`config.mk`:
```
export PLATFORM = sky130hd
export DESIGN_NAME = vedacao_multi_flat
export DESIGN_NICKNAME = d
export VERILOG_FILES = /design/src/rtl/vedacao_multi_if.sv /design/src/rtl/vedacao_multi.sv /design/src/flat_wrapper.sv
export SDC_FILE = /design/constraint.sdc
export NUM_CORES = 1
export LEC_CHECK = 0
export CORE_MARGIN = 1
export CORE_UTILIZATION = 55
export CTS_CLUSTER_SIZE = 24
export DETAILED_ROUTE_END_ITERATION = 10
export GPL_ROUTABILITY_DRIVEN = 1
export GPL_TIMING_DRIVEN = 0
export HOLD_SLACK_MARGIN = 0.12
export PLACE_DENSITY = 0.88
export REMOVE_ABC_BUFFERS = 1
export SYNTH_ARGS = -nofsm -noshare
export SYNTH_HDL_FRONTEND = slang
export SYNTH_SLANG_ARGS = --single-unit
```
`constraint.sdc`:
```
create_clock -name clk -period 6.8 [get_ports clk]
set_clock_uncertainty 0.1 [all_clocks]
set_input_delay 1.02 -clock clk [delete_from_list [all_inputs] [get_ports clk]]
set_output_delay 1.02 -clock clk [all_outputs]
set_load 0.05 [all_outputs]
```
`src/rtl/vedacao_multi_if.sv`:
```
// Bus bundle for vedacao_multi: stock loading, per-station bottle sensors,
// seal/alarm strobes, counter levels and refill handshake.
interface vedacao_multi_if #(
  parameter int unsigned N_ST  = 2,
  parameter int unsigned CNT_W = 8
);
  localparam int unsigned CH_W = (N_ST > 1) ? $clog2(N_ST) : 1;

  logic                    stock_load;
  logic [CNT_W-1:0]        stock_in;
  logic [N_ST-1:0]         gar;
  logic [N_ST-1:0]         pos;
  logic [N_ST-1:0]         ve;
  logic [N_ST-1:0]         done;
  logic [N_ST-1:0]         alarme;
  logic [N_ST*CNT_W-1:0]   mag_count;
  logic [CNT_W-1:0]        stock;
  logic                    refill_valid;
  logic [CH_W-1:0]         refill_ch;

  modport master (
    output stock_load, stock_in, gar, pos,
    input  ve, done, alarme, mag_count, stock, refill_valid, refill_ch
  );

  modport slave (
    input  stock_load, stock_in, gar, pos,
    output ve, done, alarme, mag_count, stock, refill_valid, refill_ch
  );
endinterface

```
`src/rtl/vedacao_multi.sv`:
```
// Multi-station capping controller: per-station seal FSMs plus a shared-stock refill arbiter.
// Define VEDACAO_RR_ARB_EN for round-robin arbitration; otherwise lowest station index wins.
module vedacao_multi #(
  parameter int unsigned N_ST       = 2,
  parameter int unsigned CNT_W      = 8,
  parameter int unsigned MAG_DEPTH  = 15,
  parameter int unsigned REFILL_LVL = 5
) (
  input  logic            clk,
  input  logic            reset,
  vedacao_multi_if.slave  bus
);
  localparam int unsigned CH_W = (N_ST > 1) ? $clog2(N_ST) : 1;
  localparam logic [CNT_W-1:0] MAG_MAX   = CNT_W'(MAG_DEPTH);
  localparam logic [CNT_W-1:0] LVL       = CNT_W'(REFILL_LVL);
  localparam logic [CNT_W:0]   STOCK_SAT = {1'b0, {CNT_W{1'b1}}};

  typedef enum logic [1:0] {IDLE, SEAL, DONE, ALARM} state_t;

  state_t           st_q  [N_ST];
  state_t           st_d  [N_ST];
  logic [CNT_W-1:0] mag_q [N_ST];
  logic [CNT_W-1:0] mag_d [N_ST];
  logic [CNT_W-1:0] stock_q, stock_d;
  logic [CNT_W:0]   stock_sum_c;
  logic [CNT_W-1:0] room_c, amt_c;
  logic [N_ST-1:0]  req_c;
  logic             grant_vld_c;
  logic [CH_W-1:0]  grant_idx_c;

  logic [N_ST-1:0]       ve_q, done_q, alarme_q;
  logic                  refill_valid_q;
  logic [CH_W-1:0]       refill_ch_q;
  logic [N_ST*CNT_W-1:0] mag_count_c;

  // A station asks for corks once its magazine is at or below the refill level.
  always_comb begin
    req_c = '0;
    for (int i = 0; i < N_ST; i++) begin
      req_c[i] = (mag_q[i] <= LVL) && (stock_q != '0);
    end
  end

`ifdef VEDACAO_RR_ARB_EN
  logic [CH_W-1:0] ptr_q;
  int              rr_idx;

  // Search starts at the pointer; descending offsets so the nearest requester wins.
  always_comb begin
    grant_vld_c = 1'b0;
    grant_idx_c = '0;
    rr_idx      = 0;
    for (int k = N_ST - 1; k >= 0; k--) begin
      rr_idx = (int'(ptr_q) + k) % int'(N_ST);
      if (req_c[rr_idx]) begin
        grant_vld_c = 1'b1;
        grant_idx_c = CH_W'(rr_idx);
      end
    end
  end

  always_ff @(posedge clk or negedge reset) begin
    if (!reset) begin
      ptr_q <= '0;
    end else if (grant_vld_c) begin
      ptr_q <= (int'(grant_idx_c) == int'(N_ST) - 1) ? '0 : grant_idx_c + CH_W'(1);
    end
  end
`else
  // Fixed priority: lowest requesting index wins.
  always_comb begin
    grant_vld_c = 1'b0;
    grant_idx_c = '0;
    for (int k = N_ST - 1; k >= 0; k--) begin
      if (req_c[k]) begin
        grant_vld_c = 1'b1;
        grant_idx_c = CH_W'(k);
      end
    end
  end
`endif

  // Transfer size and stock update; stock never wraps.
  always_comb begin
    room_c = MAG_MAX - mag_q[grant_idx_c];
    amt_c  = '0;
    if (grant_vld_c) begin
      amt_c = (stock_q < room_c) ? stock_q : room_c;
    end
    stock_sum_c = {1'b0, stock_q} - {1'b0, amt_c}
                + (bus.stock_load ? {1'b0, bus.stock_in} : '0);
    stock_d = (stock_sum_c > STOCK_SAT) ? '1 : stock_sum_c[CNT_W-1:0];
  end

  // Per-station seal FSM next state and magazine update.
  always_comb begin
    for (int i = 0; i < N_ST; i++) begin
      st_d[i]  = st_q[i];
      mag_d[i] = mag_q[i];
      case (st_q[i])
        IDLE:  if (bus.gar[i] && bus.pos[i]) st_d[i] = (mag_q[i] != '0) ? SEAL : ALARM;
        SEAL:  st_d[i] = DONE;
        DONE:  if (!bus.gar[i]) st_d[i] = IDLE;
        ALARM: begin
          if (!bus.gar[i])                          st_d[i] = IDLE;
          else if (bus.pos[i] && mag_q[i] != '0)    st_d[i] = SEAL;
        end
        default: st_d[i] = IDLE;
      endcase
      if (grant_vld_c && grant_idx_c == CH_W'(i)) mag_d[i] = mag_d[i] + amt_c;
      if (st_q[i] == SEAL)                        mag_d[i] = mag_d[i] - CNT_W'(1);
    end
  end

  always_ff @(posedge clk or negedge reset) begin
    if (!reset) begin
      for (int i = 0; i < N_ST; i++) begin
        st_q[i]  <= IDLE;
        mag_q[i] <= '0;
      end
      stock_q        <= '0;
      ve_q           <= '0;
      done_q         <= '0;
      alarme_q       <= '0;
      refill_valid_q <= 1'b0;
      refill_ch_q    <= '0;
    end else begin
      for (int i = 0; i < N_ST; i++) begin
        st_q[i]     <= st_d[i];
        mag_q[i]    <= mag_d[i];
        ve_q[i]     <= (st_d[i] == SEAL);
        done_q[i]   <= (st_d[i] == DONE);
        alarme_q[i] <= (st_d[i] == ALARM);
      end
      stock_q        <= stock_d;
      refill_valid_q <= grant_vld_c;
      refill_ch_q    <= grant_vld_c ? grant_idx_c : '0;
    end
  end

  always_comb begin
    mag_count_c = '0;
    for (int i = 0; i < N_ST; i++) begin
      mag_count_c[i*CNT_W +: CNT_W] = mag_q[i];
    end
  end

  assign bus.ve           = ve_q;
  assign bus.done         = done_q;
  assign bus.alarme       = alarme_q;
  assign bus.mag_count    = mag_count_c;
  assign bus.stock        = stock_q;
  assign bus.refill_valid = refill_valid_q;
  assign bus.refill_ch    = refill_ch_q;
endmodule

```
`src/flat_wrapper.sv`:
```
// flat-port wrapper written by rule: the top's interface ports become plain ports
module vedacao_multi_flat 
#(
  parameter int unsigned N_ST       = 2,
  parameter int unsigned CNT_W      = 8,
  parameter int unsigned MAG_DEPTH  = 15,
  parameter int unsigned REFILL_LVL = 5
)
  (clk, reset, bus_stock_load, bus_stock_in, bus_gar, bus_pos, bus_ve, bus_done, bus_alarme, bus_mag_count, bus_stock, bus_refill_valid, bus_refill_ch);
  vedacao_multi_if #(.N_ST(N_ST), .CNT_W(CNT_W)) bus_i ();
  input  logic clk;
  input  logic reset;
  input wire logic [$bits(bus_i.stock_load)-1:0] bus_stock_load;
  input wire logic [$bits(bus_i.stock_in)-1:0] bus_stock_in;
  input wire logic [$bits(bus_i.gar)-1:0] bus_gar;
  input wire logic [$bits(bus_i.pos)-1:0] bus_pos;
  output wire logic [$bits(bus_i.ve)-1:0] bus_ve;
  output wire logic [$bits(bus_i.done)-1:0] bus_done;
  output wire logic [$bits(bus_i.alarme)-1:0] bus_alarme;
  output wire logic [$bits(bus_i.mag_count)-1:0] bus_mag_count;
  output wire logic [$bits(bus_i.stock)-1:0] bus_stock;
  output wire logic [$bits(bus_i.refill_valid)-1:0] bus_refill_valid;
  output wire logic [$bits(bus_i.refill_ch)-1:0] bus_refill_ch;
  assign bus_i.stock_load = bus_stock_load;
  assign bus_i.stock_in = bus_stock_in;
  assign bus_i.gar = bus_gar;
  assign bus_i.pos = bus_pos;
  assign bus_ve = bus_i.ve;
  assign bus_done = bus_i.done;
  assign bus_alarme = bus_i.alarme;
  assign bus_mag_count = bus_i.mag_count;
  assign bus_stock = bus_i.stock;
  assign bus_refill_valid = bus_i.refill_valid;
  assign bus_refill_ch = bus_i.refill_ch;
  vedacao_multi #(.N_ST(N_ST), .CNT_W(CNT_W), .MAG_DEPTH(MAG_DEPTH), .REFILL_LVL(REFILL_LVL)) u_core (.clk(clk), .reset(reset), .bus(bus_i));
endmodule
```
==> flow_metrics.py, run 1 <==
metrics = {
    "setup_path": {
        "r2r_end": "u_core.bus.stock[5]",
        "path_max_fanout": 8,
        "cp.depth": 27,
        "crit_type": "register to register",
        "cp_top_family": "simple AND/OR/NAND/NOR gates",
        "critPathSlowestCell": "or4_4",
        "max_stage_delay_ns": 0.61,
        "cpMostUsedCell": "ha_1",
        "critPathBufInv": 3,
        "r2r_cells": 27,
        "r2r_setup_slack_ns": 0.44,
        "start_kind": "register",
        "endpoint_kind": "register",
        "arrival_ns": 6.42,
        "r2r_start": "u_core.bus.stock[6]",
        "worst_ep_required_time_ns": 6.86,
    },
    "placed_design": {
        "dp_hpwl_mm": 5.38,
        "dp.cells": 462,
        "place_area_um2": 3690,
        "gp_congestion": 0.908,
        "port_buffers": 46,
    },
    "final_layout": {
        "fillers": 411,
        "final_cells": 474,
        "antennaDiodeCount": 0,
        "post-route-cell-area_um2": 3840,
        "syn_to_final_growth_pct": 21.8,
        "fin_nets": 459,
        "drive_above_1_share_pct": 9.45,
    },
    "job": {
        "drv_cap": 0,
    },
    "timing": {
        "fin_tns_setup_ns": 0,
        "worst_slew_margin_rel_pct": 46.6,
        "drv_slew": 0,
        "fin_crit_ns": 6.36,
        "worst_pin_slew_ns": 0.801,
        "fmax_mhz": 157,
        "hold_viol": 0,
        "setup_viol": 0,
        "finalCritPeriodShare_pct": 93.6,
    },
    "detailed_routing": {
        "wire_per_inst_um": 14.9,
        "wl_mm": 7.05,
        "routed_via_density": 5.70,
        "vias": 2701,
        "drtAntennaViolNets": 0,
        "drc": 0,
        "drtIter0Drc": 207,
        "first_pass_iters": 4,
    },
    "floorplan": {
        "core_area_um2": 5510,
        "dieArea_um2": 6040,
        "rows": 27,
        "initial_core_util_pct": 57.2,
        "ios": 47,
        "die_w_um": 77.7,
        "die_y_um": 77.7,
    },
    "hold_path": {
        "min_path_cells": 2,
        "worstHoldStart": "u_core.bus.mag_count[15]",
        "hold_path_class": "register to register",
        "whs_endpoint": "u_core.bus.mag_count[15]",
    },
    "global_routing": {
        "grt_max_degree": 37,
        "overflow": 0,
        "grtUsageTotal_pct": 24.7,
        "grt_pass1_wl_mm": 11.8,
        "met1_usage_pct": 32.0,
        "grt-busiest-layer": "met2",
        "met2_usage_pct": 42.7,
        "grt_pass1_vias": 2561,
        "antenna_found_initial": 0,
        "met3_usage_pct": 3.29,
    },
    "cts": {
        "cts_made_buffers": 5,
        "cts_buffer_depth": 2,
        "cts_tree": "done",
        "clock_sinks": 36,
        "clk_pin_slew_ns": 0.08,
        "root_buffer": "clkbuf_8",
        "cts_max_level": 2,
        "clk_latency_ns": 0.29,
    },
    "logic_synthesis": {
        "yosysUniqueCellTypes": 58,
        "async_reset_ff_share_pct": 100,
        "synth_edf_count": 0,
        "avgSynthCellArea_um2": 9.11,
        "ys_warn_count": 0,
        "ys_seq_elements": 36,
        "synth_flop_cell": "dfrtp_1",
        "syn_inst": 346,
        "seq_area_frac_synth_pct": 28.6,
        "synth_area_um2": 3150,
    },
    "run_status": {
        "status": "finished clean",
    },
}
worst reg2reg max path: stages (launching register included):
cell and delay (ns):
dfrtp_1 0.46, or4_4 0.61, o21a_4 0.24, nand2_1 0.13, nand2_1 0.12, ha_1 0.23
xnor2_1 0.23, ha_1 0.29, and4_1 0.22, a21oi_1 0.17, o211ai_1 0.17, o31ai_4 0.28
buf_4 0.18, buf_4 0.11, mux2i_1 0.19, nor2_1 0.12, ha_1 0.34, inv_1 0.04
ha_1 0.21, fa_1 0.41, a21oi_1 0.17, nor2_1 0.06, nor2_1 0.16, o21bai_1 0.09
a21oi_1 0.22, o21ai_0 0.19, xor2_2 0.37, nand2_1 0.11
cell usage after synthesis, drive strengths merged (6+ instances only):
| master | instances | area (um^2) |
|---|---|---|
| and2 | 7 | 45.1 |
| a21o | 6 | 45.0 |
| inv | 34 | 128 |
| xor2 | 11 | 96.3 |
| a21oi | 22 | 114 |
| dfrtp | 36 | 901 |
| nand2 | 44 | 165 |
| o21ai | 12 | 60.1 |
| nor2 | 34 | 130 |
| nand3 | 6 | 47.6 |
| ha | 33 | 413 |
| fa | 10 | 200 |
| mux2i | 7 | 70.1 |
| xnor2 | 22 | 193 |
registers in the layout (all words and copies together), names as in the netlist:
register                 flops
u_core.bus.mag_count        16
u_core.bus.stock             8
u_core.st_q                  4
u_core.bus.alarme            2
u_core.bus.done              2
u_core.bus.ve                2
u_core.bus.refill_ch         1
u_core.bus.refill_valid      1
cells by family after synthesis:
family	Yosys count	synth area share, %
adders and majority gates	43	19.5
buffers and inverters	36	4.33
and+or+nand+nor	120	19.7
DFF	36	28.6
xor gates and xnor gates	33	9.17
AOI/OAI and AO/OA	66	14.7
muxes	12	4.13
final cells by class:
| type | instances | area, um^2 | area share [%] |
|---|---|---|---|
| Clock inverter | 3 | 42.5 | 1.11 |
| Clock buffer | 5 | 68.8 | 1.79 |
| Multi-Input combinational cell | 274 | 2120 | 55.3 |
| Timing Repair Buffer | 50 | 485 | 12.7 |
| Inverter | 34 | 128 | 3.33 |
| Sequential cell | 36 | 901 | 23.5 |
| Tap cell | 72 | 90.1 | 2.35 |
metal layers:
| metal | part of all wire (%) | routed length [um] |
|---|---|---|
| met5 | 0 | 0 |
| met1 | 43 | 3060 |
| met2 | 50 | 3520 |
| met4 | 2.3 | 165 |
| met3 | 4.3 | 302 |
metrics by stage:
stage	setup WS, ns	utilization, %	hold WS [ns]
2_1_floorplan	0.717	-	0.465
3_3_place_gp	0.271	67.1	0.512
3_5_place_dp	0.176	67.0	0.523
4_1_cts	0.157	69.0	0.543
5_1_grt	-0.0206	69.7	0.575
6_report	0.438	69.7	0.538
worst max path at each step:
stage,to,startpoint,slack [ns]
after global routing,u_core.bus.stock[6],u_core.bus.stock[6],-0.02
after detailed placement,u_core.bus.stock[7],u_core.bus.stock[6],0.18
after global placement,u_core.bus.stock[7],u_core.bus.stock[6],0.27
after CTS,u_core.bus.stock[7],u_core.bus.stock[6],0.16
after floorplan,u_core.bus.stock[0],u_core.bus.stock[6],0.72
final,u_core.bus.stock[5],u_core.bus.stock[6],0.44
what timing repair did:
action	CTS	global route
endpoints found under the hold margin	0	0
resized for setup	0	1
hold buffers	0	0
endpoints found under the setup margin	0	8
buffers inserted	0	4
placed cells by master (no fill, tap or decap), types with 4 or more instances in the layout:
cell             netlist  routed
nand2_1               44      44
a21o_1                 6       6
nor2_1                33      33
and2_1                 6       6
o211ai_1               4       4
o21ai_0               11      11
o21a_1                 4       4
buf_4                  0       4
nand3_1                4       4
xnor2_1               22      22
mux2i_1                7       7
fa_1                  10      10
clkdlybuf4s50_1        0      45
a21oi_1               21      21
ha_1                  33      33
nor2b_1                4       4
mux2_2                 4       4
dfrtp_1               36      36
inv_1                 33      33
o21bai_1               4       4
xor2_1                11      10
clkbuf_8               0       5
Power of run 1 is not shown: default switching activity piles up to over one toggle a cycle in this logic, so the estimate is an artifact.
==> run 2, diff against run 1 <==
- CORE_UTILIZATION: 55 -> 42
- PLACE_DENSITY: 0.88 -> 0.71
==> run 2 against run 1 <==
  * First-iteration DRC count shrank 53%
  * Non-clock buffer count shrank 1
  * Clock-buffer cell count is the same
==> flow_metrics.py, run 2 (synthesized netlist as in run 1, its figures left out) <==
metrics = {
    "run_status": {
        "status": "finished clean",
    },
    "cts": {
        "cts_tree": "done",
        "cts_made_buffers": 5,
        "cts_max_level": 2,
        "clock_sinks": 36,
        "clk_latency_ns": 0.29,
        "root_buffer": "clkbuf_8",
        "clk_pin_slew_ns": 0.07,
        "cts_buffer_depth": 2,
    },
    "timing": {
        "fin_crit_ns": 6.29,
        "worst_slew_margin_rel_pct": 45.9,
        "setup_viol": 0,
        "hold_viol": 0,
        "rsz0062_at_grt": "no",
        "fmax_mhz": 159,
        "finalCritPeriodShare_pct": 92.4,
        "worst_pin_slew_ns": 0.811,
        "fin_tns_setup_ns": 0,
        "setup_slack_ns": 0.514,
        "whs_ns": 0.542,
        "drv_slew": 0,
    },
    "setup_path": {
        "worst_setup_path_startpoint": "u_core.bus.stock[6]",
        "r2r_end": "u_core.bus.stock[2]",
        "arrival_ns": 6.34,
        "r2r_setup_slack_ns": 0.51,
        "r2r_start": "u_core.bus.stock[6]",
        "crit_end": "u_core.bus.stock[2]",
        "crit_type": "register to register",
        "start_kind": "register",
        "path_max_fanout": 8,
        "r2r_cells": 25,
        "endpoint_kind": "register",
        "worst_ep_required_time_ns": 6.85,
    },
    "final_layout": {
        "final_cells": 500,
        "antennaDiodeCount": 0,
        "syn_to_final_growth_pct": 21.8,
        "final_cell_mix": "45 x clkdlybuf4s50_1, 44 x nand2_1, 36 x dfrtp_1",
        "drive_above_1_share_pct": 9.23,
        "layout_commonest_cell": "clkdlybuf4s50_1",
        "fin_nets": 458,
        "largest_reg_flops": 16,
    },
    "detailed_routing": {
        "routed_via_density": 5.08,
        "drc": 0,
        "first_pass_iters": 4,
        "drtIter0Drc": 98,
        "drtAntennaViolNets": 0,
        "wire_per_inst_um": 13.5,
        "wl_mm": 6.77,
        "vias": 2540,
    },
    "floorplan": {
        "initial_core_util_pct": 43.5,
        "die_w_um": 88.6,
        "dieArea_um2": 7850,
        "rows": 31,
        "core_area_um2": 7250,
        "ios": 47,
        "die_y_um": 88.6,
    },
    "placed_design": {
        "gp_congestion": 0.890,
        "post-place-ws_ns": 0.0985,
        "dp_hpwl_mm": 5.52,
        "port_buffers": 46,
        "dp.cells": 489,
    },
    "global_routing": {
        "grtUsageTotal_pct": 19.3,
        "grt_pass1_wl_mm": 11.6,
        "antenna_found_initial": 0,
        "grt_pass1_vias": 2535,
        "overflow": 0,
        "grt_max_degree": 37,
    },
    "job": {
        "drv_cap": 0,
    },
    "hold_path": {
        "hold_path_class": "register to register",
    },
}
-- run 2: how the worst min path moves through the flow --
stage                             startpoint                       end  cells past startpoint
global route        u_core.bus.mag_count[15]  u_core.bus.mag_count[15]                      2
CTS                 u_core.bus.mag_count[15]  u_core.bus.mag_count[15]                      2
floorplan                     u_core.st_q[2]            u_core.st_q[3]                      2
detailed placement            u_core.st_q[2]            u_core.st_q[3]                      2
finish              u_core.bus.mag_count[15]  u_core.bus.mag_count[15]                      2
global placement    u_core.bus.mag_count[15]  u_core.bus.mag_count[15]                      2
-- run 2: worst max-delay path, stage by stage, from the launching register on --
cell and delay (ns):
dfrtp_1 0.47, or4_4 0.60, o21a_4 0.24, nand2_1 0.13, nand2_1 0.12, ha_1 0.24
xnor2_1 0.20, ha_1 0.28, and4_1 0.22, a21oi_1 0.17, o211ai_1 0.16, o31ai_4 0.26
buf_4 0.19, mux2_2 0.33, nor2_1 0.30, fa_1 0.48, inv_1 0.07, ha_1 0.25
a21oi_1 0.14, nor2_1 0.05, nor2_1 0.16, o21bai_1 0.09, a21oi_1 0.23, o21ai_0 0.19
xor2_2 0.38, nand2_1 0.10
-- run 2: per-layer routing --
metal  GRT usage, %  wire length (um)
met5              0                 0
met4           6.45                83
met3           2.89               141
met2           32.6              3320
met1           25.2              3220
-- run 2: metrics by stage --
stage | instance area, um^2 | util (%)
5_1_grt | 3840 | 52.9
3_3_place_gp | 3730 | 51.4
6_report | 3840 | 52.9
2_1_floorplan | 3140 | -
4_1_cts | 3810 | 52.5
3_5_place_dp | 3720 | 51.3
-- run 2: layout make-up --
class                           count  area (um^2)
Tap cell                           99          124
Multi-Input combinational cell    274         2120
Clock inverter                      3         18.8
Sequential cell                    36          901
Clock buffer                        5         68.8
Timing Repair Buffer               49          478
Inverter                           34          128
Fill cell                         684         3410
-- run 2: what timing repair did --
| item | 4_1_cts | 5_1_grt |
|---|---|---|
| hold buffers | 0 | 0 |
| gates resized for setup | 0 | 1 |
| setup buffers | 0 | 3 |
| endpoints found under the setup margin | 0 | 9 |
Power of run 2 is left out for the same reason.
==> run 3, diff against run 2 <==
- MAX_ROUTING_LAYER: unset -> met4
- PLACE_DENSITY: 0.71 -> 0.65
==> run 3 against run 2 <==
  * Critical path type unchanged
  * Worst hold slack lost 0.017 ns
  * Sequential cell count did not move
  * First-iteration DRC count fell by 7.1%
  * Sequential share of layout area about the same
==> flow_metrics.py, run 3 (synthesized netlist as in run 1, its figures left out) <==
metrics = {
    "detailed_routing": {
        "routed_via_density": 5.08,
        "wire_per_inst_um": 13.7,
        "drtIter0Drc": 91,
        "vias": 2534,
        "first_pass_iters": 4,
        "wl_mm": 6.85,
        "drtAntennaViolNets": 0,
        "drc": 0,
    },
    "cts": {
        "ctsHoldBuffers": 0,
        "cts_max_level": 2,
        "clk_latency_ns": 0.29,
        "cts_tree": "done",
        "root_buffer": "clkbuf_8",
        "cts_buffer_depth": 2,
        "cts_made_buffers": 5,
        "clk_pin_slew_ns": 0.08,
        "clock_sinks": 36,
    },
    "setup_path": {
        "path_max_fanout": 8,
        "worst_ep_required_time_ns": 6.86,
        "start_kind": "register",
        "endpoint_kind": "register",
        "arrival_ns": 6.35,
        "r2r_start": "u_core.bus.stock[6]",
        "crit_type": "register to register",
        "worst_setup_path_startpoint": "u_core.bus.stock[6]",
    },
    "timing": {
        "worst_pin_slew_ns": 0.816,
        "drv_slew": 0,
        "rsz0062_at_grt": "no",
        "fmax_mhz": 159,
        "finalCritPeriodShare_pct": 92.5,
        "worst_slew_margin_rel_pct": 45.6,
        "setup_viol": 0,
        "hold_viol": 0,
        "fin_tns_setup_ns": 0,
        "fin_crit_ns": 6.29,
    },
    "final_layout": {
        "final_cell_mix": "45 x clkdlybuf4s50_1, 44 x nand2_1, 36 x dfrtp_1",
        "layout_commonest_cell": "clkdlybuf4s50_1",
        "fillers": 701,
        "largest_reg_flops": 16,
        "drive_above_1_share_pct": 9.00,
        "syn_to_final_growth_pct": 21.6,
        "antennaDiodeCount": 0,
        "fin_nets": 457,
    },
    "global_routing": {
        "grtUsageTotal_pct": 19.6,
        "grt_pass1_wl_mm": 11.5,
        "antenna_found_initial": 0,
        "grt_max_degree": 37,
        "grt_pass1_vias": 2446,
        "overflow": 0,
    },
    "placed_design": {
        "gp_congestion": 0.881,
        "port_buffers": 46,
        "dp_hpwl_mm": 5.52,
    },
    "hold_path": {
        "hold_path_class": "register to register",
        "worstHoldStart": "u_core.bus.mag_count[15]",
    },
    "floorplan": {
        "die_w_um": 88.6,
        "core_area_um2": 7250,
        "initial_core_util_pct": 43.5,
        "ios": 47,
        "rows": 31,
        "dieArea_um2": 7850,
        "die_y_um": 88.6,
    },
    "run_status": {
        "status": "finished clean",
    },
    "job": {
        "drv_cap": 0,
    },
}
run 3: changes by cell type in the layout (fill, tap and decap cells not counted):
cell,delta
buf_4,-1
run 3: what timing repair did:
item / in CTS / in global routing
setup endpoints to repair: 0 / 9
resized for setup: 0 / 1
setup buffers: 0 / 2
run 3: worst max-delay path, cell delays in order (launching register included):
cell and delay (ns):
dfrtp_1 0.48, or4_4 0.61, o21a_4 0.24, nand2_1 0.14, nand2_1 0.12, ha_1 0.23, xnor2_1 0.22, ha_1 0.28
and4_1 0.22, a21oi_1 0.19, o211ai_1 0.17, o31ai_4 0.27, buf_4 0.18, mux2_2 0.33, nor2_1 0.29, fa_1 0.47
inv_1 0.06, ha_1 0.26, a21oi_1 0.14, nor2_1 0.05, nor2_1 0.17, o21bai_1 0.09, a21oi_1 0.22, o21ai_0 0.18
xor2_2 0.37, nand2_1 0.10
run 3: layout make-up:
class	instances	area, um^2	area share (%)
clock buffer	5	68.8	1.80
clock inverter	3	18.8	0.490
inverter	34	128	3.33
multi-input combinational	274	2120	55.4
sequential	36	901	23.5
tap	99	124	3.23
timing repair buffer	48	470	12.3
run 3: final timing paths:
| path | end | slack, ns | cells past startpoint |
|---|---|---|---|
| setup reg to reg | u_core.bus.stock[7] | 0.51 | 25 |
| max in group asynchronous | u_core.bus.stock[4] | 5.38 | 1 |
| hold / removal | u_core.bus.mag_count[15] | 0.52 | 2 |
| min in group asynchronous | u_core.bus.ve[1] | 0.72 | 1 |
| setup / recovery | u_core.bus.stock[7] | 0.51 | 25 |
| hold reg to reg | u_core.bus.mag_count[15] | 0.52 | 2 |
run 3: routing by layer:
layer	GRT usage [%]	up-vias	share of wire, %
li1	-	1283	-
met1	25.8	1194	47
met2	31.6	48	48
met3	2.61	9	3.2
met4	5.72	0	1.8
met5	-	-	0
run 3: metrics by stage:
stage          hold slack, ns  area (um^2)  worst slack, ns  instances  util [%]
2_1_floorplan           0.465         3140            0.717        344         -
3_3_place_gp            0.511         3730            0.163        489      51.4
3_5_place_dp            0.516         3720            0.134        489      51.3
4_1_cts                 0.534         3810           0.0999        497      52.5
5_1_grt                 0.548         3830           0.0231        499      52.8
6_report                0.525         3830            0.513        499      52.8
Power of run 3 is left out for the same reason.
